$ cat config.mk
export PLATFORM = sky130hd
export DESIGN_NAME = rat_recovery_ctrl
export DESIGN_NICKNAME = d
export VERILOG_FILES = /design/src/rtl/rat_recovery_ctrl.sv
export SDC_FILE = /design/constraint.sdc
export NUM_CORES = 1
export LEC_CHECK = 0
export BUFFER_PORTS_ARGS = -buffer_cell sky130_fd_sc_hd__buf_4
export CAP_MARGIN = 20
export CORE_ASPECT_RATIO = 1.2
export CORE_MARGIN = 5
export CORE_UTILIZATION = 55
export DETAILED_ROUTE_END_ITERATION = 8
export GPL_ROUTABILITY_DRIVEN = 1
export MAX_ROUTING_LAYER = met4
export PLACE_DENSITY = 0.77
export SLEW_MARGIN = 20
export SYNTH_ARGS = -nofsm -noshare
export SYNTH_HDL_FRONTEND = slang
export SYNTH_SLANG_ARGS = --single-unit
export TNS_END_PERCENT = 20
$ cat constraint.sdc
create_clock -name clk -period 6.45 [get_ports clk]
set_input_delay 1.6125 -clock clk [delete_from_list [all_inputs] [get_ports clk]]
set_output_delay 1.6125 -clock clk [all_outputs]
set_load 0.02 [all_outputs]
$ cat src/rtl/rat_recovery_ctrl.sv
// Rename-state recovery sequencer.
// After a flush it copies the committed RAT snapshot into the front RAT one
// entry per cycle, then walks every physical tag and pushes the ones the
// snapshot does not reference into the free list. Rename stays stalled via
// o_recover_busy until the single-cycle o_recover_done pulse.
//
// state   | meaning
// IDLE    | waiting for a flush request
// RESTORE | writing snapshot entry r_idx into the front RAT, marking its tag
// FREE    | offering physical tag r_preg to the free list unless mapped
// DONE    | one-cycle completion pulse, then back to IDLE
module rat_recovery_ctrl #(
  parameter int ARCH_REGS = 32,
  parameter int PHY_REGS  = 64,
  parameter int PHY_WIDTH = 6
) (
  input  logic                           clk,
  input  logic                           rst_n,
  input  logic                           i_flush_req,
  input  logic [PHY_WIDTH*ARCH_REGS-1:0] i_back_rat,
  output logic                           o_frat_we,
  output logic [4:0]                     o_frat_waddr,
  output logic [PHY_WIDTH-1:0]           o_frat_wdata,
  output logic                           o_fl_clear,
  output logic                           o_fl_push_valid,
  input  logic                           i_fl_push_ready,
  output logic [PHY_WIDTH-1:0]           o_fl_push_preg,
  output logic                           o_recover_busy,
  output logic                           o_recover_done
);

  typedef enum logic [1:0] {
    IDLE    = 2'd0,
    RESTORE = 2'd1,
    FREE    = 2'd2,
    DONE    = 2'd3
  } state_t;

  localparam logic [4:0]           LP_IDX_LAST  = 5'(ARCH_REGS - 1);
  localparam logic [PHY_WIDTH-1:0] LP_PREG_LAST = PHY_WIDTH'(PHY_REGS - 1);
  localparam logic [PHY_WIDTH-1:0] LP_PREG_ONE  = PHY_WIDTH'(1);

  state_t                         r_state;
  logic [4:0]                     r_idx;
  logic [PHY_WIDTH-1:0]           r_preg;
  logic [PHY_REGS-1:0]            r_mapped;
  logic [PHY_WIDTH*ARCH_REGS-1:0] r_snap;

  state_t                         w_state_nxt;
  logic [4:0]                     w_idx_nxt;
  logic [PHY_WIDTH-1:0]           w_preg_nxt;
  logic [PHY_REGS-1:0]            w_mapped_nxt;
  logic [PHY_WIDTH*ARCH_REGS-1:0] w_snap_nxt;
  logic                           w_start;
  logic [PHY_WIDTH-1:0]           w_tag;
  logic [PHY_WIDTH-1:0]           w_wdata_nxt;
  logic                           w_advance;

  assign w_start     = i_flush_req;
  assign w_tag       = r_snap[int'(r_idx)*PHY_WIDTH +: PHY_WIDTH];
  assign w_wdata_nxt = w_snap_nxt[int'(w_idx_nxt)*PHY_WIDTH +: PHY_WIDTH];
  // A free-list slot retires when it is either already mapped (skipped) or
  // accepted by the free list in this cycle.
  assign w_advance   = r_mapped[r_preg] || i_fl_push_ready;

  // Next-state, counter, snapshot and bitmap update; a flush wins from any state.
  always_comb begin
    w_state_nxt  = r_state;
    w_idx_nxt    = r_idx;
    w_preg_nxt   = r_preg;
    w_mapped_nxt = r_mapped;
    w_snap_nxt   = r_snap;
    if (w_start) begin
      w_state_nxt  = RESTORE;
      w_idx_nxt    = 5'd0;
      w_preg_nxt   = '0;
      w_mapped_nxt = '0;
      w_snap_nxt   = i_back_rat;
    end else begin
      case (r_state)
        IDLE: begin
          w_state_nxt = IDLE;
        end
        RESTORE: begin
          // Out-of-range tags still reach the front RAT but own no bitmap slot.
          if (int'(w_tag) < PHY_REGS) begin
            w_mapped_nxt[w_tag] = 1'b1;
          end
          if (r_idx == LP_IDX_LAST) begin
            w_state_nxt = FREE;
            w_preg_nxt  = '0;
          end else begin
            w_idx_nxt = r_idx + 5'd1;
          end
        end
        FREE: begin
          if (w_advance) begin
            if (r_preg == LP_PREG_LAST) begin
              w_state_nxt = DONE;
            end else begin
              w_preg_nxt = r_preg + LP_PREG_ONE;
            end
          end
        end
        DONE: begin
          w_state_nxt = IDLE;
        end
        default: begin
          w_state_nxt = IDLE;
        end
      endcase
    end
  end

  // State registers plus outputs registered from the next-state values, so
  // every output reflects the state it belongs to without any input-to-output path.
  always_ff @(posedge clk or negedge rst_n) begin
    if (!rst_n) begin
      r_state         <= IDLE;
      r_idx           <= 5'd0;
      r_preg          <= '0;
      r_mapped        <= '0;
      r_snap          <= '0;
      o_frat_we       <= 1'b0;
      o_frat_waddr    <= 5'd0;
      o_frat_wdata    <= '0;
      o_fl_clear      <= 1'b0;
      o_fl_push_valid <= 1'b0;
      o_fl_push_preg  <= '0;
      o_recover_busy  <= 1'b0;
      o_recover_done  <= 1'b0;
    end else begin
      r_state         <= w_state_nxt;
      r_idx           <= w_idx_nxt;
      r_preg          <= w_preg_nxt;
      r_mapped        <= w_mapped_nxt;
      r_snap          <= w_snap_nxt;
      o_frat_we       <= (w_state_nxt == RESTORE);
      o_frat_waddr    <= (w_state_nxt == RESTORE) ? w_idx_nxt : 5'd0;
      o_frat_wdata    <= (w_state_nxt == RESTORE) ? w_wdata_nxt : '0;
      // Every entry into RESTORE (fresh start or restart) comes from a flush.
      o_fl_clear      <= w_start;
      o_fl_push_valid <= (w_state_nxt == FREE) && !w_mapped_nxt[w_preg_nxt];
      o_fl_push_preg  <= (w_state_nxt == FREE) ? w_preg_nxt : '0;
      o_recover_busy  <= (w_state_nxt != IDLE);
      o_recover_done  <= (w_state_nxt == DONE);
    end
  end

endmodule

==> flow_metrics.env <==
export IMPL_run_status="finished, final reports clean"
export IMPL_htree_num_levels=1
export IMPL_pwr_share_seq_pct=39.1
export IMPL_ioPinCount=218
export IMPL_tns_ps=0
export IMPL_clockPowerShare_pct=36.1
export IMPL_ys_warn_count=0
export IMPL_cts_tree="done"
export IMPL_via_per_inst=6.21
export IMPL_rsz0062_at_grt="no"
export IMPL_crit_arrival_ps=5390
export IMPL_grt_max_degree=111
export IMPL_firstDrtPassIters=5
export IMPL_core_area_um2=28500
export IMPL_ctsHoldBuffers=0
export IMPL_vias=11300
export IMPL_crit_type="register to register"
export IMPL_die_y_um=195
export IMPL_drc=0
export IMPL_grt_ovfl_total=0
export IMPL_cts_buffers=30
export IMPL_cp_required_ps=6920
export IMPL_gr_usage_all_layers_pct=28.3
export IMPL_power_frac_comb_pct=24.8
export IMPL_io_buffers=217
export IMPL_synth_area_um2=15800
export IMPL_ys_seq_elements=291
export IMPL_syn_avg_cell_area_um2=12.9
export IMPL_synth_edf_count=0
export IMPL_fin_ws_ps=1530
export IMPL_wl_per_cell_um=24.3
export IMPL_min_path_type="register to register"
export IMPL_num_rows=68
export IMPL_drv_cap=0
export IMPL_start_util_pct=55.3
export IMPL_fp_dieW_um=165
export IMPL_dieArea_um2=32200
export IMPL_hold_slack_ps=525
export IMPL_finalCritPeriodShare_pct=76.3
export IMPL_fmax_mhz=203
export IMPL_endpoint_kind="register"
export IMPL_syn_inst=1225
export IMPL_yosysUniqueCellTypes=69
export IMPL_antenna_found_initial=1
export IMPL_ys_async_sr_fraction_pct=100
export IMPL_grt_pass1_wl_mm=69.0
export IMPL_fin_util_pct=65.8
export IMPL_fin_nets=1610
export IMPL_post_cts_setup_buffers=0
export IMPL_drive_above_1_share_pct=42.0
export IMPL_synthesis_nets=1426
export IMPL_grt_pass1_vias=12100
export IMPL_leakage_uw=0.00774
export IMPL_cts_buffer_depth=3
export IMPL_p_int_uw=3860
export IMPL_clkTransAtPathRegs_ps=70
export IMPL_drtIter0Drc=1047
export IMPL_ys_seq_area_share_pct=46.2
export IMPL_syn2layout_area_growth_pct=18.8
export IMPL_clock_sink_count=291
export IMPL_vdd_drop_max_uv=197
export IMPL_worstMarginPinSlew_ps=1010
export IMPL_p_sw_uw=1560
export IMPL_critPathMaxFanout=20
export IMPL_clock_latency_ps=560
export IMPL_reg2reg_slack_ps=1530
export IMPL_worstSetupStartpointType="register"
export IMPL_route_antenna_remaining_nets=0
export IMPL_cts_resized=0
export IMPL_powerDensity_nw_per_um2=289
export IMPL_final_max_slew_viol_count=0
export IMPL_cts_root_buffer="clkbuf_16"
export IMPL_finClkSkew_ps=19.5
export IMPL_period_minus_slack_ps=4920
export IMPL_dpl_hpwl_mm=31.4
export IMPL_swShare_pct=28.7
export IMPL_synthFlopType="dfrtp_1"
export IMPL_hold_viol=0
export IMPL_place_ws_ps=1380
export IMPL_routed_wl_mm=44.3
export IMPL_place_gp_congestion=0.942
export IMPL_setup_viol=0
export IMPL_slew_headroom_pct=32.6
[power groups by stage]
stage	clock network, uW	logic (uW)	registers (uW)
global placement	0	1310	2140
floorplan	0	943	2090
detailed placement	0	1330	2150
finish	1950	1340	2120
CTS	1980	1340	2110
global route	2060	1430	2130
[Yosys cell counts (3+ instances only)]
master | instances | share of area [%]
dfrtp_1 | 291 | 46
mux2_2 | 202 | 14
mux2i_1 | 159 | 10
mux4_2 | 78 | 11
inv_1 | 76 | 1.8
o22ai_1 | 64 | 2.5
nor2_1 | 46 | 1.1
clkbuf_1 | 36 | 0.86
nand2_1 | 27 | 0.64
buf_2 | 19 | 0.60
nand3_1 | 17 | 0.54
a21oi_1 | 15 | 0.48
o211ai_1 | 14 | 0.67
a22oi_1 | 13 | 0.62
buf_4 | 12 | 0.57
nor3_1 | 12 | 0.38
o21ai_0 | 10 | 0.32
buf_1 | 9 | 0.21
nand2b_1 | 9 | 0.36
nor2b_1 | 9 | 0.36
or3_1 | 9 | 0.36
nand4_1 | 6 | 0.24
o22a_2 | 6 | 0.38
a211oi_1 | 5 | 0.24
buf_6 | 5 | 0.36
ha_1 | 5 | 0.40
a211o_1 | 4 | 0.22
a31oi_1 | 4 | 0.16
and2_1 | 4 | 0.16
nand3b_1 | 4 | 0.19
or2_2 | 4 | 0.16
clkinv_1 | 3 | 0.071
nor4_1 | 3 | 0.12
[stage by stage]
step / total power, uW / std cells / area, um^2
after floorplan: 3030 / 1225 / 15800
after global placement: 3450 / 1762 / 17600
after detailed placement: 3480 / 1762 / 17600
after CTS: 5430 / 1818 / 18700
after global routing: 5620 / 1819 / 18700
final: 5420 / 1819 / 18700
[cell families (layout without fill, tap and decap cells)]
logic type	after synthesis	count (layout)	synth area share, %
other	0	1	0
AO/OA/AOI/OAI	159	159	7.29
adder cells (fa/ha/maj)	5	5	0.397
buffers and inverters	164	372	4.83
flip-flops	291	291	46.2
AND/OR/NAND/NOR	164	164	5.47
multiplexers	440	440	35.7
XOR/XNOR	2	2	0.111
[cells in the final DEF, fill, tap and decap left out, drive strengths merged, types with 10 or more instances in the layout]
| master | n |
|---|---|
| nand2b | 11 |
| mux2i | 159 |
| dfrtp | 291 |
| a22oi | 14 |
| o21ai | 10 |
| mux4 | 78 |
| clkbuf | 43 |
| o211ai | 14 |
| buf | 235 |
| a21oi | 16 |
| inv | 77 |
| nor2 | 48 |
| o22ai | 64 |
| nor3 | 12 |
| nand3 | 18 |
| mux2 | 203 |
| nand2 | 28 |
[worst max-delay path: stages, from the launching register on]
cell,delay (ps)
dfrtp_1,840
buf_4,400
mux4_2,530
mux2i_1,190
o221ai_1,180
a41oi_2,340
a41oi_2,190
nand2_2,560
buf_4,380
mux2_2,370
a211oi_1,270
a211oi_1,90
a211o_1,320
a22oi_2,170
[layout make-up]
| class | instances | area (um^2) |
|---|---|---|
| Sequential cell | 291 | 7290 |
| Inverter | 81 | 317 |
| Fill cell | 2075 | 9760 |
| Tap cell | 385 | 482 |
| Multi-Input combinational cell | 770 | 7740 |
| Timing Repair Buffer | 235 | 1780 |
| Clock inverter | 13 | 224 |
| Antenna cell | 1 | 2.50 |
| Clock buffer | 43 | 911 |
[sequential cells by signal (all words and copies together), names as in the netlist, 2 cells and up]
register        cells
r_snap            192
r_mapped           64
o_fl_push_preg      6
o_frat_wdata        6
r_preg              6
o_frat_waddr        5
r_idx               5
r_state             2
[final timing paths]
path / cells past startpoint / endpoint / startpoint
setup / recovery: 13 / o_fl_push_valid / r_preg[0]
hold / removal: 1 / r_snap[78] / r_snap[78]
setup reg to reg: 13 / o_fl_push_valid / r_preg[0]
hold reg to reg: 1 / r_snap[78] / r_snap[78]
max in group asynchronous: 2 / r_snap[72] / rst_n
min in group asynchronous: 1 / r_snap[19] / rst_n
[layer usage]
| metal | wire, um | global-route usage, % | vias up |
|---|---|---|---|
| li1 | - | - | 4946 |
| met1 | 16800 | 35.3 | 5753 |
| met2 | 22600 | 46.4 | 475 |
| met3 | 2930 | 4.90 | 117 |
| met4 | 1950 | 10.7 | 0 |
| met5 | 0 | - | - |
No activity file was read; power rests on OpenSTA's default activity.
